[src/rtl/contador_pkg.sv]
// Shared types for the down counter.
// State encoding and default counter width.
package contador_pkg;

  typedef enum logic [1:0] {
    IDLE,
    RUN,
    DONE
  } cnt_state_t;

  localparam int CNT_WIDTH = 4;

endpackage

[src/rtl/decrementador_borrow.sv]
// Combinational WIDTH-bit decrement (a - 1) built as a borrow chain.
// Ports: a (operand), diff (a - 1), borrow_out (set only when a == 0).
module decrementador_borrow #(
  parameter int WIDTH = 4
) (
  input  logic [WIDTH-1:0] a,
  output logic [WIDTH-1:0] diff,
  output logic             borrow_out
);

  logic [WIDTH:0] b;

  always_comb begin
    b[0] = 1'b1;
    for (int i = 0; i < WIDTH; i++) begin
      diff[i]  = a[i] ^ b[i];
      b[i+1]   = ~a[i] & b[i];
    end
    borrow_out = b[WIDTH];
  end

endmodule

[src/rtl/contador_regresivo.sv]
// Loadable down counter with a one-cycle terminal-count pulse.
// Ports: clk, rst (sync, active-high), load, D, en -> Q, busy, zero, done.
// Build option CONTADOR_AUTORELOAD_EN: terminal step reloads and keeps running.
module contador_regresivo
  import contador_pkg::*;
#(
  parameter int WIDTH = CNT_WIDTH
) (
  input  logic             clk,
  input  logic             rst,
  input  logic             load,
  input  logic [WIDTH-1:0] D,
  input  logic             en,
  output logic [WIDTH-1:0] Q,
  output logic             busy,
  output logic             zero,
  output logic             done
);

  cnt_state_t       state_q;
  cnt_state_t       state_d;
  logic [WIDTH-1:0] q_q;
  logic [WIDTH-1:0] q_d;
  logic [WIDTH-1:0] reload_q;
  logic [WIDTH-1:0] reload_d;
  logic             done_q;
  logic             done_d;

  logic [WIDTH-1:0] dec_diff;
  logic             dec_borrow;
  logic             term;
  logic             run_step;
  logic             in_done;
  logic [WIDTH-1:0] term_value;
  cnt_state_t       term_state;

  decrementador_borrow #(
    .WIDTH(WIDTH)
  ) u_dec (
    .a         (q_q),
    .diff      (dec_diff),
    .borrow_out(dec_borrow)
  );

  // Count of 1 is the only operand whose decrement is zero
  // without a borrow; a count of 0 borrows and must never wrap.
  assign term = ~dec_borrow & (dec_diff == '0);

  assign run_step = ~load & (state_q == RUN) & en;
  assign in_done  = ~load & (state_q == DONE);

`ifdef CONTADOR_AUTORELOAD_EN
  assign term_value = reload_q;
  assign term_state = RUN;
`else
  assign term_value = '0;
  assign term_state = DONE;
`endif

  always_ff @(posedge clk) begin
    if (rst) begin
      state_q <= IDLE;
    end else begin
      state_q <= state_d;
    end
  end

  always_comb begin
    state_d = state_q;
    unique case (1'b1)
      load: begin
        state_d = (D != '0) ? RUN : IDLE;
      end
      run_step && term: begin
        state_d = term_state;
      end
      in_done: begin
        state_d = IDLE;
      end
      default: begin
        state_d = state_q;
      end
    endcase
  end

  always_comb begin
    busy = (state_q == RUN);
  end

  always_comb begin
    q_d      = q_q;
    reload_d = reload_q;
    done_d   = 1'b0;
    unique case (1'b1)
      load: begin
        q_d      = D;
        reload_d = D;
      end
      run_step && term: begin
        q_d    = term_value;
        done_d = 1'b1;
      end
      run_step && !term: begin
        q_d = dec_diff;
      end
      default: begin
        q_d = q_q;
      end
    endcase
  end

  always_ff @(posedge clk) begin
    if (rst) begin
      q_q      <= '0;
      reload_q <= '0;
      done_q   <= 1'b0;
    end else begin
      q_q      <= q_d;
      reload_q <= reload_d;
      done_q   <= done_d;
    end
  end

  assign Q    = q_q;
  assign zero = (q_q == '0);
  assign done = done_q;

endmodule

[config.mk]
export PLATFORM = sky130hd
export DESIGN_NAME = contador_regresivo
export DESIGN_NICKNAME = d
export VERILOG_FILES = /design/src/rtl/contador_pkg.sv /design/src/rtl/decrementador_borrow.sv /design/src/rtl/contador_regresivo.sv
export SDC_FILE = /design/constraint.sdc
export NUM_CORES = 1
export LEC_CHECK = 0
export CAP_MARGIN = 25
export CORE_MARGIN = 5
export CORE_UTILIZATION = 25
export CTS_CLUSTER_SIZE = 14
export DETAILED_ROUTE_END_ITERATION = 10
export HOLD_SLACK_MARGIN = 0.06
export PLACE_DENSITY = 0.62
export SKIP_CTS_REPAIR_TIMING = 1
export SYNTH_ARGS = -nofsm -noshare
export SYNTH_HDL_FRONTEND = slang
export SYNTH_SLANG_ARGS = --single-unit
[constraint.sdc]
create_clock -name clk -period 3.66 [get_ports clk]
set_clock_uncertainty 0.2 [all_clocks]
set_input_delay 1.098 -clock clk [delete_from_list [all_inputs] [get_ports clk]]
set_output_delay 1.098 -clock clk [all_outputs]
set_load 0.03 [all_outputs]
==> run_results.csv <==
group,metric,value,unit
cts,path_clk_slew,0.05,ns
cts,cts_tree,"built",
detailed_routing,firstDrtPassIters,2,
setup_path,cp_cell_sequence,"inv_1 > ha_1 > and3_1 > clkdlybuf4s50_1",
synth,ys_seq_elements,7,
sta,drv_slew,0,
placed_design,place_area,558,um2
placed_design,post-dp-hpwl,762,um
sta,setup-tns-final,0,ns
setup_path,slowest_stage,"clkdlybuf4s50_1",
placed_design,port_buffers,14,
power,p_seq_share,39.4,%
grt,grt_pass1_vias,372,
cells_and_area,fin_nets,76,
sta,rsz0062_at_grt,"false",
grt,grt_util_met2,11.0,%
setup_path,path_buf_inv,2,
detailed_routing,drc_errors,0,
setup_path,critPathCaptureType,"primary output",
setup_path,critPathTopFamily,"buffers and inverters",
setup_path,path_class,"flop to primary output",
cts,cts_root_buf,"clkbuf_4",
cts,clkLatencyLatePin,0.25,ns
synth,synth_compound_area_share,19.8,%
setup_path,worstPathArrival,1.67,ns
setup_path,slowest_delay,0.58,ns
power,p_sw_share,29.1,%
cells_and_area,area_growth,40.2,%
power,p_leak,0.000237,uW
floorplanning,core-area,1540,um2
grt,gr-total-overflow,0,
power,intPower,152,uW
grt,grt.met1_usage,9.14,%
cells_and_area,drive_gt1_share,9.52,%
sta,hold_ws,0.289,ns
detailed_routing,drt.antenna.violating_nets,0,
synth,synth.distinct_cells,24,
grt,grt.total_usage,7.98,%
synth,synthArstFlopShare,0,%
synth,synthSimpleGateAreaFrac,23.7,%
status,status,"finished clean",
sta,setup_viol,0,
grt,grt_first_pass_wirelength,1560,um
floorplanning,dieWidth,50.8,um
floorplanning,rows,14,
synth,syn_inst,48,
detailed_routing,drtIter0Drc,3,
placed_design,gp_congestion,0.790,
synth,synth_top_family_by_area,"simple AND/OR/NAND/NOR gates",
grt,use_met3,4.94,%
synth,synth_xor_area_share,0,%
synth,yosysTopAreaCellShare,33.6,%
power,irDropWorstVdd,0.000180,V
detailed_routing,routed_wl,934,um
synth,synth.largest_area_cell,"dfxtp_1",
setup_path,worst-path-max-fanout,5,
cells_and_area,stdcell_area,584,um2
floorplanning,die_area,2580,um2
power,p_switching,62.2,uW
setup_path,startpoint_type,"flop",
sta,maxClockFrequency,337,MHz
floorplanning,start_util,27.0,%
sta,min_period,2.97,ns
detailed_routing,vias,389,
synth,synth_edf_count,0,
power,fin_total_pwr,214,uW
synth,ys_seq_area_share,33.6,%
min_path,hp-class,"flop to flop",
synth,synth.avg_cell_area,8.68,um2
synth,synthTopCellsByArea,"dfxtp_1, ha_1, inv_1, a221oi_2, nand2_1",
sta,max_slew_margin,71.7,%
cells_and_area,antenna_cells,0,
sta,tightest_slew,0.423,ns
synth,synth_nets,60,
synth,synth_fa_ha_area_share,12.0,%
sta,final_hold_viol_count,0,
detailed_routing,vias_per_cell,4.92,
power,powerDensity,366,nW/um2
job,max-cap-violations,0,
cts,clock_sinks,7,
synth,synth_mux_area_share,0,%
cts,cts_buffer_depth,2,
synth,yosys_most_used_dff,"dfxtp_1",
grt,grt_busiest_layer,"met2",
grt,antenna_found_initial,0,
cells_and_area,fill_cells,171,
power,clkPwrFrac,32.1,%
floorplanning,ios,15,
synth,synth_area,417,um2
setup_path,r2r_slack,1.50,ns
power,combPwrFrac,28.5,%
grt,grt_start_max_net_pins,13,
detailed_routing,detail_route.wl_per_cell,11.8,um
synth,yosysWarnings,0,
floorplanning,die_h,50.8,um
setup_path,cp.required,2.36,ns
synth,synthTopCellsByCount,"dfxtp_1, inv_1, ha_1, nand2_1, nor2_1",
cts,numCtsBuffers,3,
sta,post-route-period-util,81.1,%
cts,h-tree-depth,1,
-- cell families (layout without fill, tap and decap cells) --
| family | after synthesis | after routing |
|---|---|---|
| and+or+nand+nor | 17 | 17 |
| DFF | 7 | 7 |
| adders and majority gates | 4 | 4 |
| AOI/OAI and AO/OA | 10 | 10 |
| buffers and inverters | 10 | 25 |
-- registers in the layout, indices dropped and copies added, names as in the netlist --
signal,flops
done,1
Q,4
state_q,2
-- power groups by stage --
stage	clock, uW	combinational (uW)	sequential [uW]
5_1_grt	79.7	66.3	84.9
6_report	68.7	60.9	84.3
3_3_place_gp	0	60.4	85.8
4_1_cts	72.1	61.5	84.3
3_5_place_dp	0	61.2	85.9
2_1_floorplan	0	30.8	92.2
-- metrics by stage --
step / util (%) / std cells / worst slack (ns)
after floorplan: - / 48 / 1.27
after global placement: 36.2 / 75 / 0.983
after detailed placement: 36.2 / 75 / 0.957
after CTS: 37.9 / 79 / 0.683
after global routing: 37.9 / 79 / 0.633
final: 37.9 / 79 / 0.691
-- layer usage --
layer | vias to the layer above | wire length, um
li1 | 200 | -
met4 | 0 | 0
met1 | 177 | 440
met3 | 0 | 113
met2 | 12 | 380
met5 | - | 0
-- cell type report --
class	instances	area [um2]	share of cell area [%]
clock buffer	4	26.3	4.50
sequential	7	140	24.0
inverter	7	26.3	4.50
tap	16	20.0	3.43
multi-input combinational	31	231	39.6
timing repair buffer	14	140	24.0
-- cell usage in the layout, fill, tap and decap left out --
cell | netlist | final
a211o_1 | 1 | 1
a211o_2 | 1 | 1
a211oi_1 | 1 | 1
a21oi_1 | 2 | 2
a221oi_2 | 1 | 1
a32o_1 | 1 | 1
and2b_2 | 1 | 1
and3_1 | 1 | 1
and3b_1 | 1 | 1
and4b_1 | 1 | 1
clkbuf_1 | 2 | 1
clkbuf_4 | 0 | 3
clkdlybuf4s50_1 | 0 | 14
dfxtp_1 | 7 | 7
ha_1 | 4 | 4
inv_1 | 7 | 7
nand2_1 | 4 | 4
nand3b_1 | 1 | 1
nor2_1 | 3 | 3
nor3_1 | 2 | 2
nor3b_1 | 1 | 1
o22ai_1 | 2 | 2
o31a_1 | 1 | 1
or3_1 | 1 | 1
or4_1 | 1 | 1
-- worst reg2reg max path: cells and delay by family (launching register included) --
family / cells / cell delay [ns]
adders and majority gates: 3 / 0.68
DFF: 1 / 0.39
AOI/OAI and AO/OA: 1 / 0.20
and+or+nand+nor: 2 / 0.54
buffers and inverters: 1 / 0.07
-- path summary, 6_finish.rpt --
kind / start / endpoint / cells past startpoint
max reg2reg: Q[0] / Q[0] / 7
min: state_q[1] / state_q[1] / 2
max: Q[0] / zero / 4
min reg2reg: state_q[1] / state_q[1] / 2
(Power assumes the default switching activity.)
